$ cat src/rtl/saph_pix_deser.sv
// Pixel deserializer: slices WORD_W-bit words into 1..32 bpp pixels, zero-extended to 32 bits.
// Optional SAPH_PIX_DESER_SKIP_EN adds cfg_skip: the first word of a span starts at a nonzero slice.
module saph_pix_deser #(
  parameter int WORD_W    = 32,
  parameter bit MSB_FIRST = 1'b0
) (
  input  logic              clk,
  input  logic              rst,
  input  logic              cfg_load,
  input  logic [2:0]        cfg_bpp_log2,
  input  logic [15:0]       cfg_count,
`ifdef SAPH_PIX_DESER_SKIP_EN
  input  logic [4:0]        cfg_skip,
`endif
  output logic              cfg_err,
  output logic              busy,
  input  logic              word_valid,
  output logic              word_ready,
  input  logic [WORD_W-1:0] word_data,
  output logic              pix_valid,
  input  logic              pix_ready,
  output logic [31:0]       pix_data,
  output logic              pix_last
);

  localparam int IW = $clog2(WORD_W);
  localparam logic [IW:0] SLICES_MAX = (IW+1)'(WORD_W);

  typedef enum logic {IDLE, RUN} state_t;

  state_t            state_q, state_d;
  logic [2:0]        bpp_q;
  logic [15:0]       rem_q;
  logic [IW-1:0]     idx_q;
  logic [WORD_W-1:0] buf_q;
  logic              buf_vld_q;
  logic              err_q;

  logic              cfg_bad;
  logic [IW-1:0]     last_slice;
  logic              at_last;
  logic              pix_hs;
  logic              word_hs;
  logic              final_pix;
  logic [IW-1:0]     sel;
  logic [IW-1:0]     sh;
  logic [31:0]       pix_raw;
  logic [31:0]       mask;

`ifdef SAPH_PIX_DESER_SKIP_EN
  logic [IW:0] cfg_slices;
  assign cfg_slices = SLICES_MAX >> cfg_bpp_log2;
  assign cfg_bad    = (cfg_bpp_log2 > 3'd5) || ((IW+1)'(cfg_skip) >= cfg_slices);
`else
  assign cfg_bad    = (cfg_bpp_log2 > 3'd5);
`endif

  assign last_slice = IW'((SLICES_MAX >> bpp_q) - (IW+1)'(1));
  assign at_last    = (idx_q == last_slice);
  assign pix_hs     = buf_vld_q && pix_ready;
  assign final_pix  = pix_hs && (rem_q == 16'd1);

  // Refill either into an empty buffer or in the same cycle the last slice leaves.
  assign word_ready = (state_q == RUN) &&
                      (!buf_vld_q || (pix_ready && at_last && (rem_q > 16'd1)));
  assign word_hs    = word_valid && word_ready;

  assign sel     = MSB_FIRST ? (last_slice - idx_q) : idx_q;
  assign sh      = sel << bpp_q;
  assign pix_raw = 32'(buf_q >> sh);
  assign mask    = 32'hFFFF_FFFF >> (6'd32 - (6'd1 << bpp_q));

  assign pix_valid = buf_vld_q;
  assign pix_data  = buf_vld_q ? (pix_raw & mask) : 32'h0;
  assign pix_last  = buf_vld_q && (rem_q == 16'd1);
  assign busy      = (state_q == RUN);
  assign cfg_err   = err_q;

  always_ff @(posedge clk) begin
    if (rst) state_q <= IDLE;
    else     state_q <= state_d;
  end

  always_comb begin
    state_d = state_q;
    case (state_q)
      IDLE: if (cfg_load && !cfg_bad && (cfg_count != 16'd0)) state_d = RUN;
      RUN:  if (final_pix) state_d = IDLE;
      default: state_d = IDLE;
    endcase
  end

  always_ff @(posedge clk) begin
    if (rst) begin
      bpp_q     <= 3'd0;
      rem_q     <= 16'd0;
      idx_q     <= '0;
      buf_q     <= '0;
      buf_vld_q <= 1'b0;
      err_q     <= 1'b0;
    end else begin
      err_q <= (state_q == IDLE) && cfg_load && cfg_bad;
      if (state_q == IDLE) begin
        if (cfg_load && !cfg_bad) begin
          bpp_q <= cfg_bpp_log2;
          rem_q <= cfg_count;
`ifdef SAPH_PIX_DESER_SKIP_EN
          idx_q <= IW'(cfg_skip);
`else
          idx_q <= '0;
`endif
        end
      end else begin
        if (pix_hs) rem_q <= rem_q - 16'd1;
        // Final pixel drops any unused slices so the next span starts on a fresh word.
        if (final_pix) begin
          buf_vld_q <= 1'b0;
          idx_q     <= '0;
        end else if (word_hs) begin
          buf_q     <= word_data;
          buf_vld_q <= 1'b1;
          if (pix_hs) idx_q <= '0;
        end else if (pix_hs) begin
          if (at_last) begin
            buf_vld_q <= 1'b0;
            idx_q     <= '0;
          end else begin
            idx_q <= idx_q + IW'(1);
          end
        end
      end
    end
  end

endmodule
$ cat config.mk
export PLATFORM = sky130hd
export DESIGN_NAME = saph_pix_deser
export DESIGN_NICKNAME = d
export VERILOG_FILES = /design/src/rtl/saph_pix_deser.sv
export SDC_FILE = /design/constraint.sdc
export NUM_CORES = 1
export LEC_CHECK = 0
export ABC_AREA = 1
export ABC_CLOCK_PERIOD_IN_PS = 2760
export CAP_MARGIN = 20
export CORE_AREA = 4 4 163 149
export DETAILED_ROUTE_END_ITERATION = 7
export DIE_AREA = 0 0 167 153
export SLEW_MARGIN = 20
export SYNTH_ARGS = -nofsm -noshare
export SYNTH_HDL_FRONTEND = slang
export SYNTH_SLANG_ARGS = --single-unit
$ cat constraint.sdc
create_clock -name clk -period 2.76 [get_ports clk]
set_input_delay 0.276 -clock clk [delete_from_list [all_inputs] [get_ports clk]]
set_output_delay 0.276 -clock clk [all_outputs]
set_load 0.03 [all_outputs]
# Word level (Yosys, flattened, before mapping)
# Cells that the tools add are included.
# word_totals
ff_bits,59
output_inout_bits,37
wordCells,66
# op_classes
order_cmp,2
bitwise,3
addsub,4
n_reduce_logical,23
eq_ne,4
n_mux,18
n_shift,5
# op_table
cell,n
16-bit 2-to-1 mux,3
5-bit 2-to-1 mux,7
32-bit bitwise AND,1
32-bit 2-to-1 mux,1
32-bit by 5-bit right shift with 32-bit output,1
32-bit by 6-bit right shift with 32-bit output (first input constant),1
16-bit by 1-bit equality test with 1-bit output (second input constant),1
16-bit by 1-bit greater-than comparator with 1-bit output (second input constant),1
16-bit nonzero test,1
16-bit by 1-bit subtractor with 16-bit output (second input constant),1
1-bit logical AND,11
1-bit 2-to-1 mux,6
2-bit AND reduction,3
3-bit AND reduction,2
3-bit nonzero test,2
1-bit by 3-bit left shift with 6-bit output (first input constant),1
6-bit by 3-bit right shift with 5-bit output (first input constant),1
6-bit subtractor (first input constant),1
5-bit by 1-bit adder with 5-bit output (second input constant),1
5-bit equality test,1
5-bit by 3-bit left shift with 5-bit output,1
5-bit by 1-bit subtractor with 5-bit output (second input constant),1
3-bit greater-than comparator (second input constant),1
3-bit by 1-bit != test with 1-bit output (second input constant),1
6 further kinds,8

# Logic depth before layout (Yosys ltp)
# logic_depth
word_depth,11
mapped_depth,19

# Worst setup path after synthesis
# Ideal clock, no wire load.
# synth_timing
kind,reg2out
start,register bpp_q[0]
end,output port pix_data[26]
setup_slack_ns,0.050
arrival_ns,2.434
n_path_buf,1
stages_incl_launch_ff,12
path_cell_list,dfxtp_1 -> buf_4 -> nor2_2 -> inv_1 -> nor2_1 -> inv_1 -> ha_1 -> inv_1 -> o21ai_2 -> nor3_4 -> nand2_2 -> nor3b_1
# synth_between
elab_chain_len,5
elab_cells_between_ends,7
classes_between,add/sub (1); shift (4); mux (1); bitwise (1)
# synth_lines
item,line_no,source
from (decl),32,logic [2:0] bpp_q;
from (signal assigned),105,bpp_q <= cfg_bpp_log2;
1-bit by 3-bit left shift with 6-bit output,71,assign mask = 32'hFFFF_FFFF >> (6'd32 - (6'd1 << bpp_q));
6-bit subtractor,71,
32-bit by 6-bit right shift with 32-bit output,71,
32-bit bitwise AND (*),74,assign pix_data = buf_vld_q ? (pix_raw & mask) : 32'h0;
32-bit 2-to-1 mux (*),74,
to (decl),22,"output logic [31:0] pix_data,"
# Mark *: on every way between the ends. The rest lies on a longest branch, timed or not.

# Final worst setup path
# layout_timing
start,register bpp_q[0]
end,output port pix_data[14]
# Same word-level chain as after synthesis.

==> impl_metrics.tcl <==
set metrics [dict create \
    fmax_mhz 376 \
    cts_tree "built" \
    critPathMaxStageDelay_ns 0.36 \
    hp-class "flip-flop to flip-flop" \
    via_per_inst 4.66 \
    final_cell_mix "nand2_1, inv_1, nor2_1" \
    total_power_mw 3.52 \
    tns_ns 0 \
    grt_pass1_wl_mm 30.2 \
    ios 93 \
    ys_seq_elements 59 \
    end_kind "primary output" \
    synthTopCellsByArea "dfxtp_1, nand2_1, inv_1, nand3_1, nor2_1" \
    die_h_um 153 \
    maxCapViolCount 0 \
    h-tree-depth 3 \
    slew_headroom 0.613 \
    avgSynthCellArea_um2 5.55 \
    path_clk_slew_ns 0.06 \
    clkSinkCount 59 \
    busiest_layer "met1" \
    final_antenna_net_count 0 \
    synth_fp_nets 1066 \
    path_cells "buf_4 > nand2_1 > ha_2 > inv_2 > ha_1 > inv_1 > nor2_1 > o21ai_2 > nor2_1 > o21ai_1 > inv_1 > buf_4" \
    nNetsFinal 1140 \
    yosysTopAreaCellShare 0.212 \
    grt_max_degree 57 \
    start_kind "flip-flop" \
    totalWireLength_mm 18.5 \
    gp_congestion 0.921 \
    drive_above_1_share 0.138 \
    use_met3 0.0274 \
    critPathArrivalTime_ns 2.39 \
    worstPathRequired_ns 2.48 \
    post-dp-hpwl_mm 14.2 \
    cts_root_buf "clkbuf_16" \
    grt_pass1_vias 5826 \
    post_drt_wl_per_cell_um 13.4 \
    synth_area_um2 5560 \
    synth_cells 1002 \
    run_status "complete, no violations" \
    hold_viol 0 \
    crit_type "flip-flop to primary output" \
    ys_warn_count 0 \
    drt_iter0_markers 552 \
    dieArea_um2 25600 \
    numCtsBuffers 9 \
    rows 52 \
    die_x_um 167 \
    via_count 6428 \
    setup_violations 0 \
    synth_top_area_cell "dfxtp_1" \
    finClkSkew_ns 0.00882 \
    met2_usage 0.196 \
    final_common_cell "nand2_1" \
    p_leak_nw 3.49 \
    crit_slowest_cell "dfxtp_2" \
    synth.distinct_cells 40 \
    period_needed_ns 2.66 \
    power.density_nw_per_um2 473 \
    clock_latency_ns 0.33 \
    path_max_fanout 6 \
    finish.utilization 0.331 \
    grtUsageMet1 0.216 \
    drtPass1Iterations 5 \
    core_area_um2 22400 \
    finalCritPeriodShare 0.965 \
    start_util 0.248 \
    n_antenna_cell 0 \
    antenna_found_initial 0 \
    numPortBuffers 92 \
    cts_buffer_depth 2 \
    yosysSeqAreaShare 0.212 \
    overflow 0 \
    fillers 2509 \
    postCtsHoldBufs 0 \
    drc 0 \
    drv_slew 0 \
    worst_slew_pin_slew_ns 0.580 \
    grt_usage 0.139 \
    vdd_drop_max_uv 276 \
    areaGrowthSynthToFinish_pct 33.7 \
]
==> final timing paths <==
| path | startpoint | depth (start not counted) | endpoint | slack [ns] |
|---|---|---|---|---|
| setup / recovery | bpp_q[0] | 12 | pix_data[14] | 0.1 |
| hold / removal | rem_q[9] | 2 | rem_q[9] | 0.48 |
| setup reg to reg | bpp_q[1] | 15 | buf_q[5] | 0.24 |
| hold reg to reg | rem_q[9] | 2 | rem_q[9] | 0.48 |
==> synthesized netlist by cell type <==
library cell  number
xnor2_1            1
nand3_1           93
o22ai_1            2
nand3_4            1
o31ai_1            2
buf_2             26
buf_6              5
o21a_1             1
nor2_2             1
o211ai_1          25
clkbuf_1          17
or2_2              2
a31o_2             2
nand4_1           39
nand2_1          280
dfxtp_1           59
a21oi_2            1
nor4_1             4
o21ai_0           60
nand3b_1           2
nor3_1             6
o21ai_2            2
buf_4              4
xor2_1             9
nor3b_1            2
ha_1               8
buf_1              7
a21oi_1           38
nand2_4            1
inv_1            140
o21ai_1           15
a22oi_1            1
nor3_4             1
nor2_4             2
a31oi_1            5
a211oi_1           6
nand2_2            5
nor2_1           119
nor4b_1            1
inv_2              7
==> cell type report <==
| class | instances | area (um2) | share of cell area |
|---|---|---|---|
| sequential | 59 | 1190 | 0.161 |
| inverter | 147 | 562 | 0.0756 |
| timing repair buffer | 122 | 1270 | 0.172 |
| clock inverter | 5 | 100 | 0.0135 |
| tap | 297 | 372 | 0.0500 |
| multi-input combinational | 737 | 3690 | 0.496 |
| clock buffer | 11 | 243 | 0.0327 |
==> metal layers <==
layer  up-vias  part of all wire
li1       3376                 -
met1      2826              0.52
met2       209              0.40
met3        17             0.065
met4         0             0.012
met5         -                 0
==> kinds of logic (layout without fill, tap and decap cells) <==
| kind of cell | after synthesis | count (layout) | synth area share |
|---|---|---|---|
| flops | 59 | 59 | 0.212 |
| fa+ha+maj | 8 | 8 | 0.0180 |
| compound gates | 160 | 160 | 0.165 |
| xor+xnor | 10 | 10 | 0.0157 |
| simple gates | 559 | 559 | 0.435 |
| buf+inv | 206 | 285 | 0.154 |
==> flip-flops by register name, summed over array words and instances (netlist names) <==
signal	flops
bpp_q	3
rem_q	16
busy	1
pix_valid	1
idx_q	5
cfg_err	1
buf_q	32
==> worst max-delay path, delay by kind of cell (launching register included) <==
kind                       cells  cell delay (ns)
and+or+nand+nor                3             0.46
AOI/OAI and AO/OA              2             0.20
buffers and inverters          5             0.53
DFF                            1             0.36
adders and majority gates      2             0.52
==> what timing repair did <==
action | 4_1_cts | 5_1_grt
setup buffers | 0 | 3
gates resized for setup | 20 | 63
endpoints found under the hold margin | 0 | 0
cloned | 0 | 0
pin swaps | 2 | 4
endpoints found under the setup margin | 29 | 48
==> per-stage QoR <==
stage	area (um2)	std cells	hold WS, ns	setup WS [ns]
final	7430	1378	0.478	0.0979
after CTS	7230	1375	0.480	0.000976
after global placement	6860	1359	0.470	0.154
after floorplan	5560	1002	0.418	0.0505
after global routing	7430	1378	0.512	-0.0138
after detailed placement	6860	1359	0.472	0.148
==> power breakdown <==
group | internal (mW) | switching (mW)
Clock | 0.903 | 0.392
Combinational | 0.457 | 0.795
Sequential | 0.920 | 0.0520
Total | 2.28 | 1.24
No activity file was read; power rests on OpenSTA's default activity.
